<file path="src/rtl/disp_frame_sched.sv">
// Chooses which 3-digit frame (keypad entry or calculator result) drives the scanned display.
// Results are held for HOLD_CYC cycles, error results blink, and a key press cancels a shown result.
module disp_frame_sched #(
    parameter int FRAME_W   = 24,
    parameter int CNT_W     = 26,
    parameter int HOLD_CYC  = 25000000,
    parameter int BLINK_CYC = 6250000
) (
    input  logic               clk,
    input  logic               rst,
    input  logic               in_req,
    input  logic [FRAME_W-1:0] in_frame,
    output logic               in_ack,
    input  logic               res_req,
    input  logic [FRAME_W-1:0] res_frame,
    input  logic               res_err,
    output logic               res_ack,
    output logic [FRAME_W-1:0] seg,
    output logic [1:0]         owner
);

    // Handshake: a requester raises X_req with its frame and holds both until X_ack;
    // a request is accepted in any cycle where X_req=1 and X_ack=0, and X_ack pulses the next cycle.
    typedef enum logic {ST_ENTRY, ST_RESULT} state_t;

    localparam logic [CNT_W-1:0] HOLD_LOAD  = (HOLD_CYC == 0) ? '0 : CNT_W'(HOLD_CYC - 1);
    localparam logic [CNT_W-1:0] BLINK_LAST = CNT_W'(BLINK_CYC - 1);

    state_t             state_q, state_d;
    logic [FRAME_W-1:0] entry_buf_q, entry_buf_d;
    logic [FRAME_W-1:0] res_buf_q, res_buf_d;
    logic               err_q, err_d;
    logic               blank_q, blank_d;
    logic [CNT_W-1:0]   hold_cnt_q, hold_cnt_d;
    logic [CNT_W-1:0]   blink_cnt_q, blink_cnt_d;
    logic               in_ack_q, res_ack_q;
    logic [FRAME_W-1:0] seg_q, seg_d;
    logic [1:0]         owner_q, owner_d;
    logic               res_acc, in_acc;

    assign res_acc = res_req && !res_ack_q;
    assign in_acc  = in_req && !in_ack_q && !res_acc;

    always_comb begin
        state_d     = state_q;
        entry_buf_d = entry_buf_q;
        res_buf_d   = res_buf_q;
        err_d       = err_q;
        blank_d     = blank_q;
        hold_cnt_d  = hold_cnt_q;
        blink_cnt_d = blink_cnt_q;

        if (in_acc) begin
            entry_buf_d = in_frame;
        end

        if (res_acc) begin
            state_d     = ST_RESULT;
            res_buf_d   = res_frame;
            err_d       = res_err;
            blank_d     = 1'b0;
            hold_cnt_d  = HOLD_LOAD;
            blink_cnt_d = '0;
        end else if (state_q == ST_RESULT) begin
            if (in_acc) begin
                state_d = ST_ENTRY;
            end else if (HOLD_CYC != 0 && hold_cnt_q == '0) begin
                state_d = ST_ENTRY;
            end else begin
                // HOLD_CYC == 0 leaves the counter parked at 0 with no timeout.
                if (HOLD_CYC != 0) begin
                    hold_cnt_d = hold_cnt_q - 1'b1;
                end
                if (err_q) begin
                    if (blink_cnt_q == BLINK_LAST) begin
                        blink_cnt_d = '0;
                        blank_d     = !blank_q;
                    end else begin
                        blink_cnt_d = blink_cnt_q + 1'b1;
                    end
                end
            end
        end

        if (state_d == ST_ENTRY) begin
            seg_d   = entry_buf_d;
            owner_d = 2'd1;
        end else begin
            seg_d   = (err_d && blank_d) ? '0 : res_buf_d;
            owner_d = 2'd2;
        end
    end

    always_ff @(posedge clk) begin
        if (rst) begin
            state_q     <= ST_ENTRY;
            entry_buf_q <= '0;
            res_buf_q   <= '0;
            err_q       <= 1'b0;
            blank_q     <= 1'b0;
            hold_cnt_q  <= '0;
            blink_cnt_q <= '0;
            in_ack_q    <= 1'b0;
            res_ack_q   <= 1'b0;
            seg_q       <= '0;
            owner_q     <= 2'd1;
        end else begin
            state_q     <= state_d;
            entry_buf_q <= entry_buf_d;
            res_buf_q   <= res_buf_d;
            err_q       <= err_d;
            blank_q     <= blank_d;
            hold_cnt_q  <= hold_cnt_d;
            blink_cnt_q <= blink_cnt_d;
            in_ack_q    <= in_acc;
            res_ack_q   <= res_acc;
            seg_q       <= seg_d;
            owner_q     <= owner_d;
        end
    end

    assign in_ack  = in_ack_q;
    assign res_ack = res_ack_q;
    assign seg     = seg_q;
    assign owner   = owner_q;

endmodule

</file>
<file path="config.mk">
export PLATFORM = sky130hd
export DESIGN_NAME = disp_frame_sched
export DESIGN_NICKNAME = d
export VERILOG_FILES = /design/src/rtl/disp_frame_sched.sv
export SDC_FILE = /design/constraint.sdc
export NUM_CORES = 1
export LEC_CHECK = 0
export CELL_PAD_IN_SITES_DETAIL_PLACEMENT = 2
export CELL_PAD_IN_SITES_GLOBAL_PLACEMENT = 2
export CORE_ASPECT_RATIO = 1.5
export CORE_MARGIN = 4
export CORE_UTILIZATION = 32
export DETAILED_ROUTE_END_ITERATION = 16
export PLACE_DENSITY_LB_ADDON = 0.2
export SKIP_CTS_REPAIR_TIMING = 1
export SYNTH_ARGS = -nofsm -noshare
export SYNTH_HDL_FRONTEND = slang
export SYNTH_SLANG_ARGS = --single-unit
</file>
<file path="constraint.sdc">
create_clock -name clk -period 3.69 [get_ports clk]
set_clock_uncertainty 0.05 [all_clocks]
set_input_delay 0.738 -clock clk [delete_from_list [all_inputs] [get_ports clk]]
set_output_delay 0.738 -clock clk [all_outputs]
set_load 0.05 [all_outputs]
</file>
Yosys cells after proc, flatten, opt, wreduce, memory -nomap -nowiden
Cells that the tools add are included.
Widths: inputs -> output; s select.
- add/sub/neg operators: 2
- eq/ne operators: 3
- mux-type cells: 21
- bitwise gates (word level): 2
- reductions and logical operators: 14
- operator list (operator ; count):
    $mux 25 ; 4
    $mux 24 ; 4
    $add 26x1->26 const B ; 1
    $eq 26x23->1 const B ; 1
    $logic_not 26->1 ; 1
    $mux 26 ; 1
    $sub 26x1->26 const B ; 1
    $mux 1 ; 11
    $reduce_and 3->1 ; 2
    $logic_and 1x1->1 ; 4
    $logic_not 1->1 ; 4
    $ne 2x2->1 const B ; 2
    $reduce_and 4->1 ; 1
    $mux 2 ; 1
    $not 1->1 ; 2
    $reduce_bool 2->1 ; 1
    $reduce_or 2->1 ; 1
- bits in registers: 131
- bits of input ports: 53
- output and inout port bits: 28
- word-level logic and storage cells: 54

Longest topological paths before layout
- word-level depth: 10
- gate-level depth with buffers: 9
- mapped depth without buffers: 7

Worst setup path before layout
Ideal clock, no wire load.
- path kind: register to register
- start: register hold_cnt_q[8]
- end: register seg_q[22] (netlist: seg[22])
- library setup time: 118 ps
- arrival: 2520 ps
- data required time: 3522 ps
- slack: 1002 ps
- stages on the path, launching flop included: 9
- path buffers: 3
- period minus slack after synthesis: 2688 ps
- cells stage by stage: dfxtp_1 > or4_1 > buf_2 > or3_1 > buf_4 > o31ai_4 > mux2i_1 > buf_6 > o21ai_1
- longest elaborated chain between the ends: 8
- elaborated cells between the ends (all ways): 12
- classes of those cells: mux: 10; reduce/logical: 2
- ends and longest elaborated chain (what ; RTL line ; RTL):
    start, declared ; 34 ; logic [CNT_W-1:0] hold_cnt_q, hold_cnt_d;
    start signal, assigned ; 113 ; hold_cnt_q <= hold_cnt_d;
    $logic_not 26->1 * ; 67 ; end else if (HOLD_CYC != 0 && hold_cnt_q == '0) begin
    $mux 1 ; 67 ;
    $mux 1 ; 65 ; if (in_acc) begin
    $mux 1 ; 64 ; end else if (state_q == ST_RESULT) begin
    $mux 1 ; 57 ; if (res_acc) begin
    $logic_and 1x1->1 ; 89 ; seg_d = (err_d && blank_d) ? '0 : res_buf_d;
    $mux 24 ; 89 ;
    $mux 24 * ; 85 ; if (state_d == ST_ENTRY) begin
    end signal, assigned ; 117 ; seg_q <= seg_d;
    end, declared ; 37 ; logic [FRAME_W-1:0] seg_q, seg_d;
Mark *: on every way between the ends. The rest lies on a longest branch, timed or not.
A chain may end at the register's enable or synchronous reset.

Worst setup path after layout
- start: register hold_cnt_q[8]
- end: register hold_cnt_q[4]
- longest elaborated chain between the ends: 3
- ends and longest elaborated chain (what ; RTL line):
    $logic_not 26->1 ; 67
    $ne 2x2->1 (no source line) ; n/a
    $reduce_and 3->1 (no source line) ; n/a
No other way between the ends.

==> impl_metrics.csv <==
group,metric,value,unit
global_route,grt_pass1_wl,30.8,mm
power_and_ir_drop,p_seq_share,40.5,%
clock_tree,cts_sinks,130,
setup_path,crit_family,"compound AO/OA/AOI/OAI gates",
drt,ant_nets,0,
timing,fmax,0.318,GHz
floorplanning,num_rows,58,
layout,final_net_count,788,
synth,synth_cells,659,
synth,ys.flop_type,"dfxtp_1",
layout,n_antenna_cell,0,
layout,syn_to_final_growth,29.3,%
clock_tree,cts_tree,"done",
power_and_ir_drop,internal-power,2.69,mW
timing,fin_setup_tns,0,ps
floorplanning,die-area,19700,um^2
place,detailed_place_hpwl,12.7,mm
drt,wl_met3,557,um
clock_tree,insertion_delay,420,ps
power_and_ir_drop,p_per_area,517,nW/um^2
drt,drc_errors,0,
setup_path,cp-end-kind,"flip-flop",
power_and_ir_drop,p_sw,1.04,mW
drt,vias_per_cell,5.55,
layout,final_cell_area,7230,um^2
global_route,overflow,0,
drt,route.met2.wl,10.3,mm
drt,vias,5303,
floorplanning,io_pins,81,
drt,dr.max_layer_used,"met4",
floorplanning,coreArea,17000,um^2
timing,finalHoldViolCount,0,
status,status,"finished clean",
drt,drt_iter0_drc,156,
clock_tree,htree_levels,4,
clock_tree,cts_made_buffers,17,
worst_hold_path,whs_path_depth,2,
setup_path,cp_max_fo,37,
worst_hold_path,holdCritPathClass,"flip-flop to flip-flop",
synth,netlist_area,5590,um^2
timing,slew_viol_final,0,
power_and_ir_drop,p_clk_share,46.3,%
power_and_ir_drop,power,3.74,mW
layout,drive_gt1_share,12.1,%
drt,avgRoutedWirePerCell,19.6,um
clock_tree,cts_buffer_depth,2,
synth,ys_seq_area_share,46.6,%
synth,yosysUniqueCellTypes,52,
clock_tree,clockRootBuffer,"clkbuf_16",
floorplanning,die_w,116,um
timing,slew_headroom,15.4,%
timing,finalCritPeriodShare,85.3,%
flow_run,drv_cap,0,
place,dpl-instance-area,6630,um^2
place,port_buffers,80,
synth,synth_edf_count,0,
setup_path,path_depth,5,
power_and_ir_drop,ir_worst_vdd,246,uV
drt,wl,18.7,mm
setup_path,cp.arrival,3440,ps
setup_path,crit_chain,"or4_1, or3_1, o31ai_4, o21ai_0, a31oi_1",
timing,holdWs,417,ps
drt,dr.pass1.iters,4,
global_route,grt_pass1_vias,6042,
timing,rsz0062_at_grt,"no",
clock_tree,clk_pin_slew,60,ps
synth,syn-num-nets,715,
power_and_ir_drop,pwr-share-comb,13.3,%
setup_path,crit_slowest_cell,"o31ai_4",
synth,avgSynthCellArea,8.48,um^2
setup_path,startpoint_type,"flip-flop",
place,globalplace.congestion,0.744,
synth,ys_async_sr_fraction,0,%
global_route,grt_max_degree,67,
setup_path,rr_worst_depth,5,
setup_path,path_class,"flip-flop to flip-flop",
synth,yosys_warnings,0,
setup_path,critPathMaxStageDelay,1010,ps
setup_path,critPathBufInv,0,
timing,tightest_slew,1270,ps
timing,period_minus_slack,3150,ps
setup_path,cp.required,3990,ps
drt,wl_met1,7.67,mm
global_route,grt_usage,19.8,%
layout,finalCoreUtilization,42.6,%
floorplanning,initial_utilization,32.9,%
global_route,antenna_found_initial,0,
power_and_ir_drop,p_sw_share,27.9,%
floorplanning,die_h,170,um
synth,ys_ff_latch,130,
timing,setup_viol,0,
power_and_ir_drop,leakage,2.42,nW
layer usage:
layer / up-vias / global-route usage, %
met3: 18 / 3.98
met5: - / 0
met4: 0 / 5.05
li1: 2537 / -
met1: 2664 / 22.2
met2: 84 / 37.4
cells in the final DEF (no fill, tap or decap), drive strengths merged, types with 4 or more instances in the layout:
master,instances
nor2,17
o31ai,11
a31oi,7
buf,18
clkbuf,19
dfxtp,130
or3,31
a211oi,7
or2,7
a21oi,85
nand4,5
nand3,58
or4,12
nand2,97
nor3,12
nor4,8
and4,4
inv,19
o2bb2ai,8
o311ai,6
clkdlybuf4s50,79
o21ai,60
tightest hold or removal path, cell delays in order (launching register included):
cell and delay (ps):
dfxtp_1 300, nand2_1 50, a21oi_1 70
flip-flops by register name (all words and copies together), names as in the netlist:
| name | count |
|---|---|
| res_ack | 1 |
| err_q | 1 |
| hold_cnt_q | 26 |
| in_ack | 1 |
| res_buf_q | 24 |
| owner | 1 |
| seg | 24 |
| state_q | 1 |
| entry_buf_q | 24 |
| blank_q | 1 |
| blink_cnt_q | 26 |
cell families (layout without fill, tap and decap cells):
logic type                 after synthesis  after routing  share of synthesized area, %
AOI/OAI and AO/OA                      198            198                          23.2
xor gates and xnor gates                 6              6                         0.941
adders and majority gates                3              3                         0.672
buffers and inverters                   56            142                          4.52
DFF                                    130            130                          46.6
muxes                                    1              1                         0.179
and+or+nand+nor                        265            265                          23.9
power groups by stage:
| stage | logic [mW] | registers (mW) | clock network, mW |
|---|---|---|---|
| floorplan | 0.230 | 1.60 | 0 |
| global placement | 0.480 | 1.54 | 0 |
| detailed placement | 0.500 | 1.54 | 0 |
| CTS | 0.503 | 1.51 | 1.76 |
| global route | 0.538 | 1.52 | 1.83 |
| finish | 0.495 | 1.51 | 1.73 |
layout make-up:
cell class | count | area [um^2]
inverters | 13 | 48.8
fillers | 1887 | 9760
flip-flops and latches | 130 | 2600
clock buffers | 19 | 453
repair buffers | 97 | 948
clock inverters | 13 | 146
multi-input cells | 473 | 2760
well taps | 210 | 263
Yosys cell counts, drive strengths merged (4+ instances only):
master / instances / share of area, %
dfxtp: 130 / 47
nand2: 97 / 6.5
a21oi: 85 / 7.6
o21ai: 60 / 6.1
nand3: 58 / 5.2
or3: 31 / 3.5
clkbuf: 26 / 1.7
buf: 17 / 1.9
nor2: 17 / 1.1
inv: 13 / 0.87
nor3: 12 / 1.2
or4: 12 / 1.6
o31ai: 11 / 2.0
nor4: 8 / 1.0
o2bb2ai: 8 / 2.1
a211oi: 7 / 0.94
a31oi: 7 / 0.78
or2: 7 / 0.78
o311ai: 6 / 1.3
nand4: 5 / 0.56
and4: 4 / 0.63
metrics by stage:
stage | std cells | setup WS [ps]
final | 955 | 541
after global routing | 955 | 233
after CTS | 955 | 506
after detailed placement | 923 | 289
after global placement | 923 | 537
after floorplan | 659 | 1000
path summary, 6_finish.rpt:
| check | startpoint | endpoint | slack (ps) |
|---|---|---|---|
| max reg2reg | hold_cnt_q[8]$_SDFFE_PP0P_ | hold_cnt_q[4]$_SDFFE_PP0P_ | 540 |
| min | res_buf_q[0]$_SDFF_PP0_ | res_buf_q[0]$_SDFF_PP0_ | 420 |
| min reg2reg | res_buf_q[0]$_SDFF_PP0_ | res_buf_q[0]$_SDFF_PP0_ | 420 |
| max | hold_cnt_q[8]$_SDFFE_PP0P_ | hold_cnt_q[4]$_SDFFE_PP0P_ | 540 |
No activity file was read; power rests on OpenSTA's default activity.
